<file path="src/rtl/fifo_uart_pkg.sv">
// fifo_uart_pkg: shared state encoding and line level for the FIFO-fed UART transmitter.
package fifo_uart_pkg;
    typedef enum logic [2:0] {IDLE, FETCH, LOAD, START, DATA, PARITY, STOP} tx_state_t;
    localparam logic UART_IDLE_LEVEL = 1'b1;
endpackage

</file>
<file path="src/rtl/uart_baud_tick.sv">
// uart_baud_tick: free-running bit-period counter, ticks in the last cycle of each UART bit.
module uart_baud_tick #(
    parameter int CLKS_PER_BIT = 868
) (
    input  logic clk,
    input  logic rst,
    input  logic clr_i,
    output logic tick_o
);
    localparam int CW = $clog2(CLKS_PER_BIT);
    logic [CW-1:0] cnt_q, cnt_d;
    assign tick_o = cnt_q == CW'(CLKS_PER_BIT - 1);
    always_comb cnt_d = (clr_i || tick_o) ? '0 : cnt_q + CW'(1);
    always_ff @(posedge clk) cnt_q <= rst ? '0 : cnt_d;
endmodule

</file>
<file path="src/rtl/fifo_uart_tx.sv">
// fifo_uart_tx: drains a byte FIFO into 8N1 UART frames on tx.
// Define FIFO_UART_TX_PARITY_EN to insert an even-parity bit (8E1).
module fifo_uart_tx
    import fifo_uart_pkg::*;
#(
    parameter int DATA_WIDTH   = 8,
    parameter int CLKS_PER_BIT = 868
) (
    input  logic                  clk,
    input  logic                  rst,
    input  logic                  fifo_empty,
    input  logic [DATA_WIDTH-1:0] fifo_rdata,
    output logic                  fifo_pop,
    output logic                  tx,
    output logic                  busy,
    output logic                  frame_done
);
    localparam int IW = $clog2(DATA_WIDTH) + 1;
`ifdef FIFO_UART_TX_PARITY_EN
    localparam tx_state_t AFTER_DATA = PARITY;
`else
    localparam tx_state_t AFTER_DATA = STOP;
`endif
    tx_state_t             state_q, state_d;
    logic [DATA_WIDTH-1:0] shift_q, shift_d;
    logic [IW-1:0]         idx_q, idx_d;
    logic                  tx_q, pop_q, busy_q, done_q, line_d, tick, clr;
    assign clr        = state_q inside {IDLE, FETCH, LOAD};
    assign tx         = tx_q;
    assign fifo_pop   = pop_q;
    assign busy       = busy_q;
    assign frame_done = done_q;
    uart_baud_tick #(.CLKS_PER_BIT(CLKS_PER_BIT)) u_baud (
        .clk    (clk),
        .rst    (rst),
        .clr_i  (clr),
        .tick_o (tick)
    );
`ifdef FIFO_UART_TX_PARITY_EN
    logic par_q;
    always_ff @(posedge clk) begin
        if (rst) par_q <= 1'b0;
        else if (state_q == LOAD) par_q <= ^fifo_rdata;
    end
`endif
    always_comb begin
        state_d = state_q;
        shift_d = shift_q;
        idx_d   = idx_q;
        line_d  = UART_IDLE_LEVEL;
        case (state_q)
            IDLE:  state_d = fifo_empty ? IDLE : FETCH;
            FETCH: state_d = LOAD;
            LOAD: begin
                shift_d = fifo_rdata;
                idx_d   = '0;
                state_d = START;
            end
            START: begin
                line_d  = 1'b0;
                state_d = tick ? DATA : START;
            end
            DATA: begin
                line_d = shift_q[0];
                if (tick) begin
                    shift_d = shift_q >> 1;
                    idx_d   = idx_q + IW'(1);
                    state_d = (idx_q == IW'(DATA_WIDTH - 1)) ? AFTER_DATA : DATA;
                end
            end
`ifdef FIFO_UART_TX_PARITY_EN
            PARITY: begin
                line_d  = par_q;
                state_d = tick ? STOP : PARITY;
            end
`endif
            STOP:    state_d = tick ? IDLE : STOP;
            default: state_d = IDLE;
        endcase
    end
    // Outputs lag the state by one cycle, so busy also covers the issue cycle and the trailing stop cycle.
    always_ff @(posedge clk) begin
        if (rst) begin
            state_q <= IDLE;
            shift_q <= '0;
            idx_q   <= '0;
            tx_q    <= UART_IDLE_LEVEL;
            pop_q   <= 1'b0;
            busy_q  <= 1'b0;
            done_q  <= 1'b0;
        end else begin
            state_q <= state_d;
            shift_q <= shift_d;
            idx_q   <= idx_d;
            tx_q    <= line_d;
            pop_q   <= state_q == IDLE && !fifo_empty;
            busy_q  <= state_q != IDLE || state_d != IDLE;
            done_q  <= state_q == STOP && tick;
        end
    end
endmodule

</file>
<file path="config.mk">
export PLATFORM = sky130hd
export DESIGN_NAME = fifo_uart_tx
export DESIGN_NICKNAME = d
export VERILOG_FILES = /design/src/rtl/fifo_uart_pkg.sv /design/src/rtl/uart_baud_tick.sv /design/src/rtl/fifo_uart_tx.sv
export SDC_FILE = /design/constraint.sdc
export NUM_CORES = 1
export LEC_CHECK = 0
export BUFFER_PORTS_ARGS = -buffer_cell sky130_fd_sc_hd__buf_4
export CORE_ASPECT_RATIO = 1.2
export CORE_MARGIN = 3
export CORE_UTILIZATION = 55
export CTS_CLUSTER_SIZE = 10
export DETAILED_ROUTE_END_ITERATION = 8
export GPL_TIMING_DRIVEN = 0
export PLACE_DENSITY = 0.73
export SLEW_MARGIN = 40
export SYNTH_ARGS = -nofsm -noshare
export SYNTH_HDL_FRONTEND = slang
export SYNTH_SLANG_ARGS = --single-unit
</file>
<file path="constraint.sdc">
create_clock -name clk -period 3.4 [get_ports clk]
set_input_delay 0.68 -clock clk [delete_from_list [all_inputs] [get_ports clk]]
set_output_delay 0.68 -clock clk [all_outputs]
set_load 0.01 [all_outputs]
</file>
# After elaboration in Yosys (flattened, before gate mapping)
# Index checks and enable logic that the tools add are counted.
[op_classes]
n_addsub = 2
n_mul = 0
n_div = 0
order_cmp = 0
eq_ne = 8
shift = 0
n_mux = 11
bitwise_logic = 0
n_reduce_logical = 12
[op_table]
columns = ["cell", "count"]
rows = [
  ["3-bit one-hot mux with 6 select lines", 1],
  ["8-bit one-hot mux with 2 select lines", 1],
  ["10-bit by 1-bit adder with 10-bit output, second input constant", 1],
  ["10-bit equality test, second input constant", 1],
  ["3-bit two-way mux", 3],
  ["3-bit nonzero test", 3],
  ["8-bit two-way mux", 1],
  ["4-bit one-hot mux with 2 select lines", 1],
  ["3-bit by 2-bit equality test with 1-bit output, second input constant", 2],
  ["3-bit equality test, second input constant", 2],
  ["4-bit by 1-bit adder with 4-bit output, second input constant", 1],
  ["4-bit by 3-bit equality test with 1-bit output, second input constant", 1],
  ["4-bit two-way mux", 1],
  ["3-bit by 1-bit equality test with 1-bit output, second input constant", 1],
  ["3-bit logical NOT", 1],
  ["1-bit logical AND", 2],
  ["1-bit logical OR", 2],
  ["2-bit two-way mux", 1],
  ["2-bit inequality test, second input constant", 1],
  ["1-bit one-hot mux with 2 select lines", 1],
  ["2-bit AND reduction", 1],
  ["2-bit nonzero test", 1],
  ["2-bit OR reduction", 1],
  ["1-bit logical NOT", 1],
  ["1-bit two-way mux", 1],
]
[word_totals]
ff_bits = 29
latchBits = 0
ram_bits = 0
mem_bits_ro = 0
output_inout_bits = 4
memories = 0

# Logic depth before layout (Yosys ltp)
# Gate-level depths: netlist of the first run.
[depth]
depth_word = 6
ltp_mapped = 6
depth_no_buf = 5

# Modules after synthesis
# From an unflattened synthesis of the first run, not the netlist that was laid out.
[hier_totals]
hier_cells = 159
area_unflattened_um2 = 1377.6
[modules_own_cells]
columns = ["mod", "instances", "cells_per_inst", "area_per_inst_um2", "seq_area_each_um2"]
rows = [
  ["fifo_uart_tx", 1, 106, 923.4, 380.4],
  ["uart_baud_tick", 1, 53, 454.2, 200.2],
]

# Least setup slack after synthesis of the first run
# Ideal clock, no wire load.
[synth_path]
path_kind = "register to register"
startpoint = "register u_baud.cnt_q[0]"
endpoint = "register u_baud.cnt_q[2]"
setup_ps = 64
t_arrival_ps = 1530
t_required_ps = 3336
setup_slack_ps = 1806
stages_incl_launch_ff = 7
period_less_slack_ps = 1594
cell_sequence = "dfxtp_1 ha_1 nor3b_2 and3_2 or3_1 buf_2 nor2_1"
[synth_between]
elab_chain_len = 3
[synth_rtl]
columns = ["item", "line_no", "source"]
rows = [
  ["start, declared", "uart_baud_tick.sv:11", "logic [CW-1:0] cnt_q, cnt_d;"],
  ["start signal, assigned", "uart_baud_tick.sv:14", "always_ff @(posedge clk) cnt_q <= rst ? '0 : cnt_d;"],
  ["parallel branches: the longest is 3 deep, another holds 10-bit by 1-bit adder with 10-bit output", "n/a", ""],
]
# Several ways; the timed one is not identified.
# A chain may end at the register's enable or synchronous reset.

# Worst setup path in the final report of the first run
[layout_path]
startpoint = "register u_baud.cnt_q[0]"
endpoint = "register shift_q[6]"
[layout_between]
elab_chain_len = 3
[layout_rtl]
columns = ["item", "line_no", "source"]
rows = [
  ["10-bit equality test", "uart_baud_tick.sv:12", "assign tick_o = cnt_q == CW'(CLKS_PER_BIT - 1);"],
  ["2-bit inequality test (no source line)", "n/a", ""],
  ["2-bit AND reduction (no source line)", "n/a", ""],
  ["end signal, assigned", "fifo_uart_tx.sv:93", "shift_q <= shift_d;"],
  ["end, declared", "fifo_uart_tx.sv:25", "logic [DATA_WIDTH-1:0] shift_q, shift_d;"],
]
# Every way passes these cells.

==> results.md, run 1 <==
| Metric | This run |
|:---|:---|
| Max Clock Freq | 562 MHz |
| CTS root buffer | sky130_fd_sc_hd__clkbuf_4 |
| Most common cell after layout, fill and taps aside | sky130_fd_sc_hd__dfxtp_1 |
| DRT Wirelength | 2.65 mm |
| Start point of the critical path | u_baud.cnt_q[0]$_SDFF_PP0_ |
| Leakage component of the power | 0.580 nW |
| Wire length per cell after detailed routing | 12.7 um |
| Category of the most critical setup path | register to register |
| Syn_area_per_cell | 9.54 um^2 |
| Count of final hold-check violations | 0 |
| Switching share of total power | 26.8% |
| Clock tree from TritonCTS | built |
| Synth Net Count | 168 |
| Standard-cell row count | 19 |
| Critical path required time | 3.60 ns |
| Post-CTS setup-driven buffer insertion count | 0 |
| Drt pass-1 iters | 4 |
| Synth Register Bits | 29 |
| Final number of setup-violating endpoints | 0 |
| Overall fraction of global-route tracks in use | 18.9% |
| Normalized max-slew margin | 60.5% |
| Start of the worst register-to-register path | u_baud.cnt_q[0]$_SDFF_PP0_ |
| Clock sinks | 29 |
| 1st-iter DRT viols | 14 |
| Data arrival time of the worst path | 1.98 ns |
| Ratio of final minimum period to clock period | 52.3% |
| Worst slack on hold paths | 0.470 ns |
| Comb pwr share | 12.7% |
| Antenna cells | 0 |
| Final-stage net count | 189 |
| Crit Path Max Fanout | 10 |
| Sort of element at the end of the critical path | register |
| I/O Pins | 15 |
| Area growth from synthesis to final layout | 13.8% |
| Instance count after placement with tap cells included | 200 |
| RSZ-0062 raised after global routing | false |
| Main flop type after synthesis | sky130_fd_sc_hd__dfxtp_1 |
| Aggregate negative setup slack | 0 ns |
| Area of the core | 2420 um^2 |
| ANT nets after route | 0 |
| Die area | 3350 um^2 |
| Clock latency at the later pin of the worst-skew pair | 0.33 ns |
| Remaining routing DRC violations | 0 |
| Via count of the first global-routing pass | 1125 |
| Placer Congestion | 0.781 |
| Share of synthesized registers carrying an async set or reset | 0% |
| Register area | 581 um^2 |
| Clock-pin slew on the worst setup and hold paths | 0.10 ns |
| Gate count after technology mapping | 155 |
| Total internal power | 0.000476 W |
| IR drop worst, VDD | 340 uV |
| Netlist area before placement | 1480 um^2 |
| PortBufs | 14 |
| Period minus WS final | 1.78 ns |
| Number of synthesized flops with an enable pin | 0 |
| Final standard cell count with taps included and fillers excluded | 208 |
| Detailed-route vias per instance | 5.34 |
| Global-route wire length before repair | 4.77 mm |
| Ratio of cells with drive above 1 in the final layout | 28.2% |
| Number of hold buffers added after CTS | 0 |
| Number of buffers created by CTS | 5 |
| GRT overflow | 0 |
| Library cells used by synthesis | 40 |
| Number of warnings reported in the yosys synthesis log | 0 |
| Share of power burned in the clock network | 31.6% |
| Power per Cell Area | 386 nW/um^2 |
| Cell chain of the critical path | ha_1 > nor3b_2 > nand4_4 > buf_6 > a221oi_2 > a211oi_2 |
| Maxcap violations | 0 |
| Cell Area, Placed | 1620 um^2 |
| Number of buffers between clock root and the deepest sink | 2 |
| Cell area after layout | 1680 um^2 |
| Classification of the worst-slack hold path | register to register |
| Transition time at the pin with the least slew margin | 0.593 ns |
| Critical-path top delay cell | sky130_fd_sc_hd__dfxtp_1 |
| Maximum number of pins on one net before global-route repair | 12 |
| Via total after detailed routing | 1110 |
| Commonest cells after routing, fill and taps aside | sky130_fd_sc_hd__dfxtp_1 (29), sky130_fd_sc_hd__buf_4 (18), sky130_fd_sc_hd__nor2_1 (16) |
| Die span in x | 53.3 um |
| Multi-input combinational cell area | 781 um^2 |
| Utilization after layout | 69.4% |
| Layout Skew | 0.0112 ns |
| Height of the die | 62.8 um |
| Number of pins with negative max-slew slack in the final report | 0 |
| Psw | 0.000174 W |
| Delay of the slowest cell on the worst path | 0.38 ns |
| Layout filler cell count | 198 |
| Sequential share of power | 55.6% |
| Startpoint type of the worst setup path | register |
| Total number of H-tree levels | 2 |
| Status | finished clean |
| Starting density of the core | 61.0% |
| Start point of the worst hold path | shift_q[1]$_SDFFE_PP0P_ |
| Half-perimeter wire length after placement | 1.96 mm |
| Portion of the post-synthesis area used by sequential elements | 39.3% |
| Antenna violations before repair | 0 |
| CTS resizes | 0 |
-- per-layer routing --
layer	vias to the layer above	global-route usage, %	share of wire, %
met5	-	0	0
met4	0	4.79	0.64
met3	3	7.16	4.0
met2	14	31.9	51
met1	508	21.7	44
li1	585	-	-
-- flip-flops by register name (all words and copies together) (netlist names) --
name / count
shift_q: 8
frame_done: 1
u_baud.cnt_q: 10
idx_q: 4
tx: 1
state_q: 3
fifo_pop: 1
busy: 1
-- critical path: cells and delay by family, from the launching register on --
| kind | cells | cell delay [ns] |
|---|---|---|
| and+or+nand+nor | 2 | 0.53 |
| DFF | 1 | 0.38 |
| AOI/OAI and AO/OA | 2 | 0.31 |
| adders and majority gates | 1 | 0.23 |
| buffers and inverters | 1 | 0.20 |
-- cell type report --
cell class,count,share of cell area (%)
Buffer,10,4.54
Clock buffer,5,2.23
Clock inverter,3,1.34
Inverter,11,2.45
Multi-Input combinational cell,105,46.4
Sequential cell,29,34.5
Tap cell,31,2.30
Timing Repair Buffer,14,6.25
-- power groups by stage --
stage | registers [W] | logic (W) | clock network [W]
5_1_grt | 0.000363 | 0.0000926 | 0.000232
3_5_place_dp | 0.000369 | 0.0000834 | 0
6_report | 0.000361 | 0.0000828 | 0.000205
3_3_place_gp | 0.000369 | 0.0000817 | 0
2_1_floorplan | 0.000369 | 0.0000606 | 0
4_1_cts | 0.000361 | 0.0000837 | 0.000213
-- worst paths after layout --
kind	end	cells past startpoint	slack (ns)
max	shift_q[6]$_SDFFE_PP0P_	6	1.62
min	shift_q[1]$_SDFFE_PP0P_	2	0.47
max reg2reg	shift_q[6]$_SDFFE_PP0P_	6	1.62
min reg2reg	shift_q[1]$_SDFFE_PP0P_	2	0.47
-- logic make-up after synthesis --
logic type               after synthesis  share of synthesized area (%)
buffers and inverters                 21                           7.95
XOR/XNOR                               8                           4.74
AO/OA/AOI/OAI                         31                           19.3
AND/OR/NAND/NOR                       64                           27.1
flip-flops                            29                           39.3
adder cells (fa/ha/maj)                2                           1.69
-- cell usage after synthesis (3+ instances only) --
| master | n | area, um^2 |
|---|---|---|
| sky130_fd_sc_hd__a211oi_2 | 7 | 87.6 |
| sky130_fd_sc_hd__nand3_1 | 9 | 45.0 |
| sky130_fd_sc_hd__nand2b_1 | 4 | 25.0 |
| sky130_fd_sc_hd__nor2_1 | 16 | 60.1 |
| sky130_fd_sc_hd__xnor2_1 | 6 | 52.6 |
| sky130_fd_sc_hd__o21ai_0 | 3 | 15.0 |
| sky130_fd_sc_hd__or3_1 | 3 | 18.8 |
| sky130_fd_sc_hd__dfxtp_1 | 29 | 581 |
| sky130_fd_sc_hd__a21oi_1 | 8 | 40.0 |
| sky130_fd_sc_hd__nand2_1 | 6 | 22.5 |
| sky130_fd_sc_hd__inv_1 | 11 | 41.3 |
| sky130_fd_sc_hd__a221oi_2 | 6 | 90.1 |
| sky130_fd_sc_hd__buf_6 | 3 | 33.8 |
| sky130_fd_sc_hd__buf_4 | 4 | 30.0 |
| sky130_fd_sc_hd__and2b_1 | 4 | 30.0 |
| sky130_fd_sc_hd__nor3_1 | 4 | 20.0 |
-- stage by stage --
step	setup slack [ns]	power, W
final	1.62	0.000650
after global routing	1.47	0.000688
after CTS	1.62	0.000658
after detailed placement	1.47	0.000453
after global placement	1.48	0.000450
after floorplan	1.81	0.000430
(Power assumes the default switching activity.)
==> inputs of run 2 (changes only) <==
==> constraint.sdc (replaced) <==
create_clock -name clk -period 1.8 [get_ports clk]
set_input_delay 0.36 -clock clk [delete_from_list [all_inputs] [get_ports clk]]
set_output_delay 0.36 -clock clk [all_outputs]
set_load 0.01 [all_outputs]
==> results.md, run 2 (synthesis results as in run 1) <==
| Metric | This run | Delta |
|:---|:---|:---|
| Commonest cells after routing, fill and taps aside | sky130_fd_sc_hd__dfxtp_1 (28), sky130_fd_sc_hd__buf_4 (19), sky130_fd_sc_hd__nor2_1 (16) |  |
| DRT Wirelength | 2.65 mm | unchanged |
| Clock latency at the later pin of the worst-skew pair | 0.33 ns | about the same |
| Worst slack on hold paths | 0.205 ns | -0.265 ns |
| Via total after detailed routing | 1111 | +0.090% |
| Ratio of final minimum period to clock period | 93.1% | +41 points |
| Area of the core | 2420 um^2 | unchanged |
| Transition time at the pin with the least slew margin | 0.598 ns | +0.00433 ns |
| Cell area after layout | 1700 um^2 | +1.0% |
| Layout Skew | 0.00814 ns | -0.00309 ns |
| Die area | 3350 um^2 | unchanged |
| Status | finished clean |  |
| Most common cell after layout, fill and taps aside | sky130_fd_sc_hd__dfxtp_1 |  |
| Area growth from synthesis to final layout | 15.0% |  |
| Critical path required time | 2.07 ns | -1.53 ns |
| Classification of the worst-slack hold path | input pin to register |  |
| Startpoint type of the worst setup path | register |  |
| Clock-pin slew on the worst setup and hold paths | 0.10 ns | about the same |
| Final standard cell count with taps included and fillers excluded | 209 | +0.48% |
| ANT nets after route | 0 | unchanged |
| Die span in x | 53.3 um | unchanged |
| Total chip power | 0.00123 W | +89% |
| Max Clock Freq | 597 MHz | +6.1% |
| Starting density of the core | 61.0% | unchanged |
| Detailed-route vias per instance | 5.32 | -0.39% |
| Cell Area, Placed | 1620 um^2 | unchanged |
| Start point of the worst hold path | fifo_empty |  |
| Final number of setup-violating endpoints | 0 | unchanged |
| Final-stage net count | 190 | +0.53% |
| Category of the most critical setup path | register to register |  |
| Number of buffers created by CTS | 5 | unchanged |
| Number of flip-flops under the largest register name | 10 | unchanged |
| Crit Path Max Fanout | 10 | unchanged |
| Largest register by flop count | u_baud.cnt_q |  |
| Period minus WS final | 1.68 ns | -0.103 ns |
| Remaining routing DRC violations | 0 | unchanged |
| Normalized max-slew margin | 60.2% | -0.29 points |
| Clock tree from TritonCTS | built |  |
| Multi-input combinational cell area | 790 um^2 | +1.1% |
| Start of the worst register-to-register path | u_baud.cnt_q[0]$_SDFF_PP0_ |  |
| Height of the die | 62.8 um | unchanged |
| Wire length per cell after detailed routing | 12.7 um | -0.48% |
| Via count of the first global-routing pass | 1125 | unchanged |
| Aggregate negative setup slack | 0 ns | unchanged |
| IR drop worst, VDD | 631 uV | +86% |
| Ratio of cells with drive above 1 in the final layout | 29.8% | +1.5 points |
| Global-route wire length before repair | 4.77 mm | unchanged |
| Hold Path Stages | 2 | unchanged |
| Power per Cell Area | 720 nW/um^2 | +87% |
| Instance count after placement with tap cells included | 200 | unchanged |
| Number of hold buffers added after CTS | 0 | unchanged |
| CTS root buffer | sky130_fd_sc_hd__clkbuf_4 |  |
| Number of pins with negative max-slew slack in the final report | 0 | unchanged |
| Total number of H-tree levels | 2 | unchanged |
| Start point of the critical path | u_baud.cnt_q[0]$_SDFF_PP0_ |  |
| RSZ-0062 raised after global routing | false |  |
| 1st-iter DRT viols | 20 | +6 |
| End of the worst register-to-register path | u_baud.cnt_q[8]$_SDFF_PP0_ |  |
| GRT overflow | 0 | unchanged |
| Leakage component of the power | 0.579 nW | -0.21% |
| Largest registers | u_baud.cnt_q (10), shift_q (8), idx_q (4) |  |
| Maximum number of pins on one net before global-route repair | 12 | unchanged |
| Endpoint of the worst hold-timing path | fifo_pop$_SDFF_PP0_ |  |
| Layout filler cell count | 194 | -2.0% |
| Data arrival time of the worst path | 1.95 ns | -0.03 ns |
| Overall fraction of global-route tracks in use | 18.9% | unchanged |
| Count of final hold-check violations | 0 | unchanged |
| Antenna violations before repair | 0 | unchanged |
| Drt pass-1 iters | 4 | unchanged |
| Sort of element at the end of the critical path | register |  |
| Register area | 582 um^2 | +0.22% |
| I/O Pins | 15 | unchanged |
| Half-perimeter wire length after placement | 1.96 mm | unchanged |
| Number of cell instances on the worst register-to-register path | 6 | unchanged |
| Number of buffers between clock root and the deepest sink | 2 | unchanged |
| Maxcap violations | 0 | unchanged |
| PortBufs | 14 | unchanged |
| Clock sinks | 29 | unchanged |
| Standard-cell row count | 19 | unchanged |
| Placer Congestion | 0.781 | unchanged |
| Antenna cells | 0 | unchanged |
| Flop2flop setup slack | 0.12 ns | -1.50 ns |
==> run 2: routing by layer <==
layer | share of wire (%) | global-route usage [%] | wire length [um]
met5 | 0 | 0 | 0
met4 | 0.64 | 4.79 | 17
met3 | 4.0 | 7.16 | 106
met2 | 51 | 31.9 | 1360
met1 | 44 | 21.7 | 1160
==> run 2: repair_timing <==
action                                  4_1_cts  5_1_grt
buffers inserted                              0        1
gates resized for setup                       0        3
endpoints found under the setup margin        0       21
==> run 2: worst max-delay path by stage <==
stage | to | slack [ns] | cells past startpoint
2_1_floorplan | u_baud.cnt_q[2]$_SDFF_PP0_ | 0.21 | 6
3_3_place_gp | shift_q[3]$_SDFFE_PP0P_ | 0.07 | 6
3_5_place_dp | shift_q[4]$_SDFFE_PP0P_ | 0.03 | 6
4_1_cts | shift_q[4]$_SDFFE_PP0P_ | 0.02 | 6
5_1_grt | shift_q[4]$_SDFFE_PP0P_ | 0.01 | 6
6_report | u_baud.cnt_q[8]$_SDFF_PP0_ | 0.12 | 6
==> run 2: layout make-up <==
class,count,area share (%)
plain buffers,10,4.49
clock buffers,5,2.21
clock inverters,3,1.32
inverters,11,2.43
multi-input cells,105,46.4
flip-flops and latches,29,34.2
well taps,31,2.28
repair buffers,15,6.62
==> run 2: critical path, cell delays in order, from the launching register on <==
cell                      delay (ns)
sky130_fd_sc_hd__dfxtp_2        0.35
sky130_fd_sc_hd__ha_2           0.20
sky130_fd_sc_hd__nor3b_4        0.17
sky130_fd_sc_hd__and3_2         0.25
sky130_fd_sc_hd__or3_1          0.34
sky130_fd_sc_hd__buf_2          0.19
sky130_fd_sc_hd__nor2_1         0.12
==> run 2: through the flow <==
stage          worst slack (ns)  util, %
2_1_floorplan             0.206        -
3_3_place_gp             0.0715     66.9
3_5_place_dp             0.0287     66.9
4_1_cts                  0.0166     69.4
5_1_grt                 0.00985     70.1
6_report                  0.124     70.1
==> run 2: where the power goes <==
group | internal [W] | switching [W]
sequential | 0.000668 | 0.0000150
combinational | 0.0000799 | 0.0000769
clock | 0.000151 | 0.000235
